`src/rtl/tp84_snd_pkg.sv`:
```
// Shared types and constants for the TP84 sound output filter.
// The filter coefficients are Q0.16 fractions; the state enum is also exported for debug.
package tp84_snd_pkg;

    localparam int SMP_W = 16;
    localparam int ACC_W = 18;

    localparam logic [15:0] K_LIGHT  = 16'd30566;
    localparam logic [15:0] K_MEDIUM = 16'd17667;
    localparam logic [15:0] K_HEAVY  = 16'd9530;

    typedef enum logic [1:0] {
        BYPASS = 2'd0,
        LIGHT  = 2'd1,
        MEDIUM = 2'd2,
        HEAVY  = 2'd3
    } vol_sel_e;

    typedef enum logic [2:0] {
        IDLE = 3'd0,
        DIFF = 3'd1,
        MUL  = 3'd2,
        ACC  = 3'd3,
        OUT  = 3'd4
    } fsm_state_e;

    localparam logic signed [ACC_W-1:0] SAT_MAX = 18'sd32767;
    localparam logic signed [ACC_W-1:0] SAT_MIN = -18'sd32768;

    function automatic logic [15:0] coef(input vol_sel_e v);
        case (v)
            LIGHT:   return K_LIGHT;
            MEDIUM:  return K_MEDIUM;
            HEAVY:   return K_HEAVY;
            default: return 16'd0;
        endcase
    endfunction

    function automatic logic signed [SMP_W-1:0] sat16(input logic signed [ACC_W-1:0] v);
        if (v > SAT_MAX) return 16'sh7fff;
        else if (v < SAT_MIN) return 16'sh8000;
        else return v[SMP_W-1:0];
    endfunction

endpackage

```
`src/rtl/tp84_seqmul.sv`:
```
// 17x16 signed-by-unsigned serial multiplier, LSB-first shift-add.
// start loads operands; sixteen steps later done pulses for one cycle with product valid.
module tp84_seqmul
    import tp84_snd_pkg::*;
(
    input  logic               clk,
    input  logic               rst,
    input  logic               start,
    input  logic signed [16:0] a,
    input  logic        [15:0] b,
    output logic               done,
    output logic signed [32:0] product
);

    logic signed [32:0] mcand;
    logic signed [32:0] acc;
    logic        [15:0] mplier;
    logic        [3:0]  step_cnt;
    logic               busy;

    // Handshake: start is a single-cycle request, ignored while busy is not
    // checked because the controller only raises it from DIFF; done is a
    // one-cycle pulse and product holds until the next start.
    always_ff @(posedge clk or posedge rst) begin
        if (rst) begin
            mcand    <= '0;
            acc      <= '0;
            mplier   <= '0;
            step_cnt <= '0;
            busy     <= 1'b0;
            done     <= 1'b0;
        end else begin
            done <= 1'b0;
            if (start) begin
                mcand    <= {{16{a[16]}}, a};
                mplier   <= b;
                acc      <= '0;
                step_cnt <= '0;
                busy     <= 1'b1;
            end else if (busy) begin
                if (mplier[0]) acc <= acc + mcand;
                mcand    <= mcand <<< 1;
                mplier   <= mplier >> 1;
                step_cnt <= step_cnt + 4'd1;
                if (step_cnt == 4'd15) begin
                    busy <= 1'b0;
                    done <= 1'b1;
                end
            end
        end
    end

    assign product = acc;

endmodule

```
`src/rtl/tp84_snd_out_filter.sv`:
```
// TP84 audio output stage: 48 kHz first-order low-pass, mute, saturation, strobed output.
// Optional TP84_SOFTMUTE_EN replaces the hard mute with a 256-step gain ramp.
module tp84_snd_out_filter
    import tp84_snd_pkg::*;
#(
    parameter int CEN_DIV = 1024
)
(
    input  logic                    clk_49m,
    input  logic                    reset,
    input  logic signed [SMP_W-1:0] sound_in,
    input  logic        [1:0]       vol_sel,
    input  logic                    mute,
    output logic signed [SMP_W-1:0] sound_out,
    output logic                    sample_strobe,
    output logic        [2:0]       dbg_state
);

    localparam int CNT_W = $clog2(CEN_DIV);

    if (CEN_DIV < 32) begin : g_cen_div_check
        $error("CEN_DIV must be at least 32");
    end

    fsm_state_e state, next_state;
    logic [CNT_W-1:0] cnt;
    logic tick, capture, mul_start, acc_en, out_en, mul_done;
    logic signed [SMP_W-1:0] x, y, out_val;
    vol_sel_e vsel;
    logic m;
    logic signed [16:0] d, step;
    logic signed [32:0] product;
    logic signed [ACC_W-1:0] sum;
    logic [15:0] k;

    assign tick = (cnt == CNT_W'(CEN_DIV - 1));

    always_ff @(posedge clk_49m or posedge reset) begin
        if (reset) cnt <= '0;
        else       cnt <= tick ? '0 : cnt + CNT_W'(1);
    end

    always_ff @(posedge clk_49m or posedge reset) begin
        if (reset) state <= IDLE;
        else       state <= next_state;
    end

    always_comb begin
        next_state = state;
        case (state)
            IDLE:    if (tick) next_state = DIFF;
            DIFF:    next_state = MUL;
            MUL:     if (mul_done) next_state = ACC;
            ACC:     next_state = OUT;
            OUT:     next_state = IDLE;
            default: next_state = IDLE;
        endcase
    end

    always_comb begin
        capture   = (state == IDLE) && tick;
        mul_start = (state == DIFF);
        acc_en    = (state == ACC);
        out_en    = (state == OUT);
    end

    assign dbg_state = state;

    assign d    = 17'(x) - 17'(y);
    assign k    = coef(vsel);
    assign step = product[32:16];
    assign sum  = ACC_W'(y) + ACC_W'(step);

    tp84_seqmul u_mul (
        .clk     (clk_49m),
        .rst     (reset),
        .start   (mul_start),
        .a       (d),
        .b       (k),
        .done    (mul_done),
        .product (product)
    );

`ifdef TP84_SOFTMUTE_EN
    logic [8:0] g;
    logic signed [23:0] scaled;

    always_ff @(posedge clk_49m or posedge reset) begin
        if (reset) begin
            g <= 9'd256;
        end else if (acc_en) begin
            if (m) g <= (g == 9'd0)   ? 9'd0   : g - 9'd1;
            else   g <= (g == 9'd256) ? 9'd256 : g + 9'd1;
        end
    end

    // y * g never exceeds 24 signed bits because g tops out at 256
    assign scaled  = 24'(y) * 24'($signed({1'b0, g}));
    assign out_val = SMP_W'(scaled >>> 8);
`else
    assign out_val = m ? '0 : y;
`endif

    always_ff @(posedge clk_49m or posedge reset) begin
        if (reset) begin
            x             <= '0;
            y             <= '0;
            vsel          <= BYPASS;
            m             <= 1'b0;
            sound_out     <= '0;
            sample_strobe <= 1'b0;
        end else begin
            sample_strobe <= 1'b0;
            if (capture) begin
                x    <= sound_in;
                vsel <= vol_sel_e'(vol_sel);
                m    <= mute;
            end
            // Bypass still walks through the multiplier so timing is identical
            if (acc_en) y <= (vsel == BYPASS) ? x : sat16(sum);
            if (out_en) begin
                sound_out     <= out_val;
                sample_strobe <= 1'b1;
            end
        end
    end

endmodule

```
`config.mk`:
```
export PLATFORM = sky130hd
export DESIGN_NAME = tp84_snd_out_filter
export DESIGN_NICKNAME = d
export VERILOG_FILES = /design/src/rtl/tp84_snd_pkg.sv /design/src/rtl/tp84_seqmul.sv /design/src/rtl/tp84_snd_out_filter.sv
export SDC_FILE = /design/constraint.sdc
export NUM_CORES = 1
export LEC_CHECK = 0
export ABC_CLOCK_PERIOD_IN_PS = 3500
export CELL_PAD_IN_SITES_DETAIL_PLACEMENT = 1
export CELL_PAD_IN_SITES_GLOBAL_PLACEMENT = 1
export CORE_UTILIZATION = 48
export DETAILED_ROUTE_END_ITERATION = 10
export GPL_ROUTABILITY_DRIVEN = 0
export PLACE_DENSITY_LB_ADDON = 0.1
export SYNTH_ARGS = -nofsm -noshare
export SYNTH_HDL_FRONTEND = slang
export SYNTH_HIERARCHICAL = 1
export SYNTH_SLANG_ARGS = --single-unit
```
`constraint.sdc`:
```
create_clock -name clk_49m -period 3.5 [get_ports clk_49m]
set_input_delay 0.35 -clock clk_49m [delete_from_list [all_inputs] [get_ports clk_49m]]
set_output_delay 0.35 -clock clk_49m [all_outputs]
set_load 0.01 [all_outputs]
```
After elaboration in Yosys (flattened, before gate mapping)
Index checks and enable logic that the tools add are counted.
{ "word_totals": {"in_bits": 21, "output_inout_bits": 20, "mem_bits_rw": 0, "word_cells": 64, "latch_bits": 0, "mem_bits_ro": 0, "register_bits": 153, "mem_count": 0} }
{ "classes": {"addsub": 5, "n_lt_le_gt_ge": 2, "n_div": 0, "bitwise": 0, "mul": 0, "mux": 25, "eq_ne": 11, "shifts": 0, "n_reduce_logical": 7} }
{ "ops": {"columns": ["cell", "n"], "rows": [
  ["$mux W33", 5],
  ["$mux W16", 6],
  ["$pmux W15 S3", 1],
  ["$add A33 B33 Y33", 1],
  ["$add A16 B17 Y18", 1],
  ["$gt A18 B16 Y1 const B", 1],
  ["$lt A18 B16 Y1 const B", 1],
  ["$sub A16 B16 Y17", 1],
  ["$pmux W3 S4", 1],
  ["$add A10 B1 Y10 const B", 1],
  ["$eq A10 B10 Y1 const B", 1],
  ["$mux W10", 1],
  ["$mux W4", 2],
  ["$mux W1", 7],
  ["$eq A3 B2 Y1 const B", 2],
  ["$mux W3", 2],
  ["$add A4 B1 Y4 const B", 1],
  ["$eq A2 B2 Y1 const B", 2],
  ["$eq A4 B4 Y1 const B", 1],
  ["$reduce_and A2 Y1", 2],
  ["$reduce_bool A2 Y1", 2],
  ["$eq A3 B1 Y1 const B", 1],
  ["$eq A3 B3 Y1 const B", 1],
  ["$logic_not A3 Y1", 1],
  ["other kinds (5)", 5]
]} }

Longest topological paths before layout
Gate-level depths: netlist of run 1.
{ "depth": {"word_depth": 5, "mapped_depth": 15, "ltp_nobuf": 13} }

By module
The synthesis of run 1 kept the hierarchy.
{ "by_module_without_submodules": {"columns": ["module", "cells_each", "instances", "seq_area_each_um2", "area_each_um2"], "rows": [
  ["tp84_seqmul", 606, 1, 2202.1, 5499.0],
  ["tp84_snd_out_filter", 486, 1, 1626.6, 4619.4]
]} }

Worst setup path after synthesis of run 1
Ideal clock, no wire load.
{ "synth_path": {"path_type": "register to register", "from": "register y[0]", "to": "register u_mul.mcand[16]", "stages_incl_launch_ff": 15, "setup_ps": 132, "path_buffers": 2, "arrival_ps": 3088, "synth_period_minus_slack_ps": 3220, "t_required_ps": 3368, "slack_ps": 280, "path_cell_list": "dfrtp_1 -> ha_1 -> fa_1 -> nor2b_1 -> o21ai_0 -> a21boi_0 -> o21ai_0 -> a211oi_1 -> o311a_1 -> o21ai_0 -> a31o_2 -> nor2b_1 -> buf_1 -> clkbuf_1 -> nor2_1"} }
{ "synth_via": {"elab_chain_len": 2} }
{ "synth_rtl": {"columns": ["item", "line_no", "text"], "rows": [
  ["from (decl)", "tp84_snd_out_filter.sv:28", "logic signed [SMP_W-1:0] x, y, out_val;"],
  ["from (signal assigned)", "tp84_snd_out_filter.sv:120", "if (acc_en) y <= (vsel == BYPASS) ? x : sat16(sum);"],
  ["$sub A16 B16 Y17", "tp84_snd_out_filter.sv:69", "assign d = 17'(x) - 17'(y);"],
  ["via d[16]", "tp84_snd_out_filter.sv:31", "logic signed [16:0] d, step;"],
  ["$mux W33", "tp84_seqmul.sv:34", "if (start) begin"],
  ["to (signal assigned)", "tp84_seqmul.sv:35", "mcand <= {{16{a[16]}}, a};"],
  ["to (signal assigned)", "tp84_seqmul.sv:42", "mcand <= mcand <<< 1;"],
  ["to (decl)", "tp84_seqmul.sv:15", "logic signed [32:0] mcand;"]
]} }
The timed path passes the listed nets, and every way through them passes these cells.
A chain may end at the register's enable or synchronous reset.

Worst setup path in the final report of run 1
{ "layout_path": {"from": "register y[0]", "to": "register y[6]"} }
{ "layout_via": {"elab_chain_len": 5, "word_cells_on_any_way": 6, "classes_between": "add/sub (1); order compare (2); mux (3)"} }
{ "layout_rtl": {"columns": ["item", "line_no", "text"], "rows": [
  ["$add A16 B17 Y18 (*)", "tp84_snd_out_filter.sv:72", "assign sum = ACC_W'(y) + ACC_W'(step);"],
  ["$lt A18 B16 Y1", "tp84_snd_pkg.sv:41", "else if (v < SAT_MIN) return 16'sh8000;"],
  ["$mux W16", "tp84_snd_pkg.sv:41", null],
  ["$mux W16 (*)", "tp84_snd_pkg.sv:40", "if (v > SAT_MAX) return 16'sh7fff;"],
  ["$mux W16 (*)", "tp84_snd_out_filter.sv:120", null]
]} }
Mark *: on every way between the ends. The rest lies on a longest branch, timed or not.

==> metrics.cfg, run 1 <==
[place]
dp.cells = 1361
io_buffers = 40
dp_hpwl_mm = 19.8

[sta]
timing.slew.headroom_pct = 20.1
min_period_ns = 3.19
max_freq_mhz = 314
rsz0062_at_grt = false
hold_viol = 0
fin_worst_skew_ns = 0.0110
setup_violations = 0
hold-worst-slack_ns = 0.344
worstMarginPinSlew_ns = 1.20
period_share_pct = 91.0
drv_slew = 0
tns_ns = 0

[global_route]
grt_pass1_vias = 8415
grt_usage_pct = 26.4
grt_pass1_wl_mm = 44.8
grt_max_degree = 132
grt_overflow = 0
antenna_found_initial = 0

[synth]
synth_area_um2 = 10100
yosysTopAreaCellShare_pct = 37.8
synth_flop_cell = dfrtp_1
yosysMostFrequentCell = dfrtp_1
ys_top_cells_by_area = dfrtp_1, ha_1, nand2_1
ys_seq_area_share_pct = 37.8
synth-warning-count = 6
async_flop_share_pct = 100
synth_commonest_cells = dfrtp_1, nand2_1, a21oi_1
syn_avg_cell_area_um2 = 9.27
ys_ff_latch = 153
yosysTopAreaCell = dfrtp_1
synthCells = 1092
synth-edff-count = 0
synth.distinct_cells = 89

[route]
vias = 8134
vias_per_cell = 5.84
routed_wl_mm = 27.0
routed_wire_length_per_instance_um = 19.4
drc = 0
first_pass_iters = 4
antenna_left = 0
drt-initial-drc-count = 325

[clock_tree]
cts_tree = built
clockBufferDepth = 2
ctsHoldBuffers = 0
cts_resized = 0
clk-insertion-delay-late_ns = 0.44
cts_buffers = 17
clkTransAtPathRegs_ns = 0.07
cts_setup_buffers = 0
cts_root_buf = clkbuf_16
htreeDepth = 4
clkSinkCount = 153

[final_layout]
antennaDiodeCount = 0
area_growth_pct = 11.4
final_layout_size_suffix_gt1_share_pct = 9.44
instances_no_fill = 1393
nets = 1207

[power_and_ir_drop]
power.leakage_nw = 5.20
total_power_mw = 3.62
peakVddDrop_uv = 286
powerDensity_nw_per_um2 = 321

[die]
dieArea_um2 = 21700
io-pin-count = 41
initial_core_util_pct = 49.5
rows = 52
core_area_um2 = 20400
die_w_um = 147
die_y_um = 147

[status]
status = finished clean

[setup_path]
start_kind = register
path_cells = ha_1 > inv_1 > fa_1 > and2b_1 > o31ai_2 > a211o_2 > nand4_2 > a211oi_1 > o32a_1 > a211oi_4 > buf_4 > a21oi_1
max_stage_delay_ns = 0.43
critPathBufInv = 2
cp-end-kind = register
crit_slowest_cell = dfrtp_1
crit_arrival_ns = 3.49
cp_top_family = compound AO/OA/AOI/OAI gates
critPathKind = register to register
critPathRequiredTime_ns = 3.80
cp_max_fo = 15

[flow_run]
maxCapViolCount = 0

[hold_path]
hold_class = primary input to async pin

-- stage by stage --
step	setup slack, ns	utilization, %	cell area [µm²]
after CTS	0.129	55.1	11300
after detailed placement	0.230	52.4	10700
after global placement	0.344	52.4	10700
after floorplan	0.280	-	10100
final	0.314	55.2	11300
after global routing	0.0898	55.2	11300
-- worst reg2reg max path: stages, from the launching register on --
cell and delay [ns]:
dfrtp_1 0.43, ha_1 0.23, inv_1 0.07, fa_1 0.39, and2b_1 0.24, o31ai_2 0.10, a211o_2 0.40, nand4_2 0.15
a211oi_1 0.09, o32a_1 0.38, a211oi_4 0.20, buf_4 0.29, a21oi_1 0.09
-- state kept, by name, indices dropped and copies added, names as in the netlist, 3 cells and up --
signal / count
y: 16
u_mul/step_cnt: 4
sound_out: 16
u_mul/product: 33
cnt: 10
u_mul/mplier: 16
x: 16
dbg_state: 3
u_mul/mcand: 33
-- where the power goes --
group,internal [mW],switching (mW)
clock,0.963,0.822
sequential,1.77,0
combinational,0.0243,0.0400
-- path summary, 6_finish.rpt --
kind                                    to  slack [ns]  cells after the start   start
max                                   y[6]        0.31                     12    y[0]
min                                 cnt[6]        0.34                      2   reset
max reg2reg                           y[6]        0.31                     12    y[0]
min reg2reg                         cnt[0]        0.46                      1  cnt[0]
max in group asynchronous  u_mul/mcand[28]        2.39                      3   reset
min in group clk_49m                cnt[0]        0.46                      1  cnt[0]
-- placed cells by master (no fill, tap or decap), drive strengths merged, types with 4 or more instances in the layout --
| cell | instances |
|---|---|
| a21boi | 5 |
| nor2 | 68 |
| or3 | 7 |
| a21o | 26 |
| nand3 | 18 |
| clkdlybuf4s50 | 40 |
| and2 | 7 |
| dfrtp | 153 |
| mux2 | 15 |
| buf | 10 |
| ha | 73 |
| o21a | 8 |
| nor2b | 27 |
| and3 | 9 |
| nor3 | 14 |
| o31ai | 22 |
| a31oi | 6 |
| xnor2 | 36 |
| a211o | 7 |
| o21ai | 77 |
| a211oi | 27 |
| o211ai | 17 |
| mux2i | 32 |
| a21oi | 93 |
| nand2b | 10 |
| nand2 | 133 |
| inv | 48 |
| clkinv | 6 |
| xor2 | 22 |
| nand4 | 7 |
| clkbuf | 19 |
| nand3b | 18 |
| nor4 | 4 |
| a311oi | 4 |
-- cells by family after synthesis --
group,share of synthesized area [%]
and+or+nand+nor,16.7
AOI/OAI and AO/OA,21.4
DFF,37.8
buffers and inverters,4.53
adders and majority gates,9.62
xor gates and xnor gates,5.02
muxes,4.87
other,0.0371
-- area by class of cell --
type / instances / area (µm²)
clock buffer: 19 / 453
clock inverter: 13 / 113
fill: 2364 / 9160
inverter: 44 / 166
multi-input combinational: 844 / 5860
sequential: 153 / 3830
tap: 270 / 338
timing repair buffer: 50 / 513
-- metal layers --
layer | global-route usage [%] | part of all wire [%] | vias up
li1 | - | - | 3938
met1 | 34.7 | 46 | 4038
met2 | 44.3 | 49 | 121
met3 | 4.69 | 3.3 | 37
met4 | 7.78 | 2.0 | 0
met5 | 0 | 0 | -
(Power assumes the default switching activity.)
==> run 2: changes to the inputs <==
Settings changed: CORE_ASPECT_RATIO set to 1.25.
==> run 2 against run 1 <==
Clock power about the same; die area is essentially flat; flip-flop and latch count unchanged; count of clock-buffer cells in the layout is 1 lower; sequential share of layout area shrank 0.053 points; via count increased by 0.54%; sequential power hardly changed; largest cell class unchanged; setup slack got worse by 0.036 ns.
==> metrics.cfg, run 2 (synthesized netlist as in run 1, its figures left out) <==
[status]
status = finished clean

[setup_path]
crit_slowest_cell = dfrtp_1
cp_top_family = compound AO/OA/AOI/OAI gates
r2r_cells = 13
critPathRequiredTime_ns = 3.82
critPathBufInv = 1
critical_path_cell_count = 13
cp-end-kind = register
max_stage_delay_ns = 0.42
critPathKind = register to register
path_cells = ha_1 > fa_1 > nor2b_1 > o21ai_0 > a21boi_1 > o21ai_1 > a211oi_2 > o311a_1 > o21ai_0 > a31o_2 > nor2b_1 > buf_4 > nor2_1
cp_max_fo = 17
crit_arrival_ns = 3.54
start_kind = register

[route]
drc = 0
first_pass_iters = 4
antenna_left = 0
routed_wl_mm = 27.2
routed_wire_length_per_instance_um = 19.4
vias_per_cell = 5.84
vias = 8178
drt-initial-drc-count = 384

[place]
dp.cells = 1367
place_area_um2 = 10700
post-place-ws_ns = 0.0935
io_buffers = 40
dp_hpwl_mm = 19.6

[sta]
hold-worst-slack_ns = 0.366
max_freq_mhz = 310
hold_viol = 0
timing.slew.headroom_pct = 31.0
rsz0062_at_grt = false
tns_ns = 0
fin_worst_skew_ns = 0.0198
period_share_pct = 92.1
fin_ws_ns = 0.278
min_period_ns = 3.22
worstMarginPinSlew_ns = 1.03
drv_slew = 0
setup_violations = 0

[clock_tree]
htreeDepth = 4
cts_root_buf = clkbuf_16
cts_buffers = 17
cts_tree = built
clkSinkCount = 153
ctsHoldBuffers = 0
clk-insertion-delay-late_ns = 0.45
clockBufferDepth = 2
clkTransAtPathRegs_ns = 0.07

[final_layout]
design_area_um2 = 11300
final_util_pct = 54.4
mostFrequentLayoutCell = dfrtp_1
final_cell_mix = dfrtp_1, nand2_1, a21oi_1
final_layout_size_suffix_gt1_share_pct = 9.59
nets = 1210
area_growth_pct = 11.5
antennaDiodeCount = 0
instances_no_fill = 1400

[global_route]
grt_usage_pct = 26.2
grt_overflow = 0
grt_max_degree = 132
grt_pass1_wl_mm = 44.7
antenna_found_initial = 0
grt_pass1_vias = 8530

[die]
die_y_um = 164
die_w_um = 132
io-pin-count = 41
initial_core_util_pct = 48.8
dieArea_um2 = 21700
rows = 59
core_area_um2 = 20700

[power_and_ir_drop]
peakVddDrop_uv = 338
powerDensity_nw_per_um2 = 321
power.leakage_nw = 5.22
total_power_mw = 3.63

[hold_path]
hold_class = primary input to async pin

[flow_run]
maxCapViolCount = 0

[run 2: cell types whose count changed in the layout (fill, tap and decap cells not counted), sizes merged]
cell | previous run | this run
clkinv | 6 | 3
buf | 10 | 13
clkbuf | 19 | 18
clkinvlp | 3 | 1
inv | 48 | 54
[run 2: cell type report]
class | instances | area, µm²
Tap cell | 274 | 343
Sequential cell | 153 | 3830
Clock inverter | 14 | 126
Timing Repair Buffer | 53 | 536
Clock buffer | 18 | 429
Multi-Input combinational cell | 844 | 5860
Inverter | 44 | 166
Fill cell | 2377 | 9460
[run 2: repair_timing]
item,in CTS,in global routing
endpoints found under the setup margin,0,17
buffers inserted,0,1
gates resized for setup,0,3
endpoints found under the hold margin,0,0
[run 2: path summary, 6_finish.rpt]
kind	startpoint	endpoint	slack, ns
hold reg to reg	cnt[0]	cnt[0]	0.45
setup / recovery	y[0]	u_mul/mcand[22]	0.28
hold / removal	reset	u_mul/mcand[1]	0.37
max in group asynchronous	reset	u_mul/mcand[22]	2.43
min in group clk_49m	cnt[0]	cnt[0]	0.45
setup reg to reg	y[0]	u_mul/mcand[22]	0.28
[run 2: layer usage]
layer	track usage [%]	part of all wire (%)
met2	46.4	50
met3	3.36	2.1
met1	32.8	46
met4	9.36	2.1
met5	0	0
[run 2: report_power, final]
part | internal [mW] | leakage (nW) | switching [mW]
sequential | 1.77 | 2.09 | 0
clock | 0.939 | 0.272 | 0.855
combinational | 0.0244 | 2.86 | 0.0396
total | 2.73 | 5.22 | 0.895
==> run 3: changes to the inputs <==
Settings changed: ABC_CLOCK_PERIOD_IN_PS 3500 to 2700, CORE_UTILIZATION 48 to 44.
Clock period 3.5 ns to 2.7 ns, I/O delays scaled along.
==> run 3 against run 2 <==
Combinational power grew 36%; count of clock-buffer cells in the layout is the same; clock skew shrank 0.0048 ns; the run now ends with negative setup slack left.
==> metrics.cfg, run 3 (synthesized netlist as in run 1, its figures left out) <==
[clock_tree]
clockBufferDepth = 2
ctsHoldBuffers = 0
cts_tree = built
cts_root_buf = clkbuf_16
clk-insertion-delay-late_ns = 0.44
clkTransAtPathRegs_ns = 0.07
htreeDepth = 4
clkSinkCount = 153
cts_buffers = 17

[power_and_ir_drop]
p_switching_mw = 1.18
p_seq_share_pct = 46.4
clkPwrFrac_pct = 51.8
total_power_mw = 4.94
powerDensity_nw_per_um2 = 385
peakVddDrop_uv = 450
p_int_mw = 3.76
power.leakage_nw = 5.87
combPwrFrac_pct = 1.8
switching_share_pct = 23.9

[setup_path]
rr_startpoint = y[0]
crit_end = y[4]
max_stage_delay_ns = 0.42
critPathRequiredTime_ns = 3.01
start_kind = register
regToRegEndpoint = y[4]
critPathKind = register to register
cp_max_fo = 15
crit_slowest_cell = dfrtp_1
critical_path_cell_count = 12
critPathBufInv = 2
cp-end-kind = register
crit_start = y[0]
path_cells = ha_2 > inv_2 > fa_2 > and2b_1 > o31ai_2 > a211o_2 > nand4_4 > a211oi_2 > o32a_1 > a211oi_4 > buf_12 > a21oi_1
r2r_cells = 12
r2r_slack_ns = -0.20
cp_top_family = compound AO/OA/AOI/OAI gates
crit_arrival_ns = 3.20

[sta]
setup_violations = 34
min_period_ns = 2.90
worstMarginPinSlew_ns = 0.617
hold_viol = 0
drv_slew = 0
rsz0062_at_grt = true
timing.slew.headroom_pct = 58.9
period_share_pct = 107
max_freq_mhz = 345
fin_ws_ns = -0.195
fin_worst_skew_ns = 0.0151

[route]
drt-initial-drc-count = 436
routed_wl_mm = 30.4
routed_wire_length_per_instance_um = 19.9
drc = 0
vias_per_cell = 5.75
antenna_left = 0
first_pass_iters = 4
vias = 8797

[global_route]
grt_overflow = 0
grt_pass1_wl_mm = 47.2
antenna_found_initial = 0
grt_usage_pct = 25.8
grt_max_degree = 104
grt_pass1_vias = 9185

[final_layout]
mostFrequentLayoutCell = dfrtp_1
fill_cells = 2489
final_cell_mix = dfrtp_1, nand2_1, buf_4
nets = 1331
antennaDiodeCount = 0
area_growth_pct = 26.9
final_layout_size_suffix_gt1_share_pct = 25.1
design_area_um2 = 12800
instances_no_fill = 1530

[die]
die_y_um = 172
dieArea_um2 = 23600
die_w_um = 138
rows = 61
initial_core_util_pct = 45.1
io-pin-count = 41
core_area_um2 = 22400

[place]
io_buffers = 40
dp.cells = 1467
place_area_um2 = 11500
dp_hpwl_mm = 20.6

[hold_path]
hold_class = primary input to async pin

[flow_run]
maxCapViolCount = 0

[status]
status = finished, violations left
violations = negative setup slack

-- run 3: layout make-up --
cell class | count | area (µm²) | area share (%)
multi-input combinational | 844 | 6370 | 49.6
sequential | 153 | 3830 | 29.8
timing repair buffer | 174 | 1500 | 11.7
clock buffer | 18 | 439 | 3.42
tap | 283 | 354 | 2.76
clock inverter | 14 | 180 | 1.40
inverter | 44 | 166 | 1.30
-- run 3: metal layers --
layer  vias up  GRT usage (%)  wire length [µm]
met5         -              0                 0
met2       121           45.1             15600
met4         0           8.70               748
met1      4440           32.3             13400
met3        50           3.54               592
li1       4186              -                 -
-- run 3: power groups by stage --
stage	Clock, mW	Sequential, mW	Combinational (mW)
floorplan	0	2.34	0.0340
global placement	0	2.33	0.0902
detailed placement	0	2.33	0.0905
CTS	2.61	2.29	0.0914
global route	2.70	2.29	0.0996
finish	2.56	2.29	0.0872
-- run 3: worst min path at each step --
stage,to,startpoint,cells past startpoint
after floorplan,vsel[0],vol_sel[0],2
after global placement,cnt[0],cnt[0],1
after detailed placement,cnt[0],cnt[0],1
after CTS,u_mul/done,reset,2
after global routing,u_mul/done,reset,2
final,u_mul/done,reset,2
-- run 3: repair_timing --
action,CTS,global route
pin swaps,22,57
setup endpoints to repair,40,52
gates resized for setup,37,80
setup buffers,13,17
cloned,2,0
-- run 3: through the flow --
step	hold slack (ns)	util [%]	TNS, ns	setup slack (ns)
after floorplan	0.387	-	-1.34	-0.0777
after global placement	0.436	51.1	-6.28	-0.227
after detailed placement	0.446	51.1	-7.71	-0.295
after CTS	0.162	54.8	-5.11	-0.199
after global routing	0.191	57.2	-9.16	-0.302
final	0.160	57.2	-5.30	-0.195
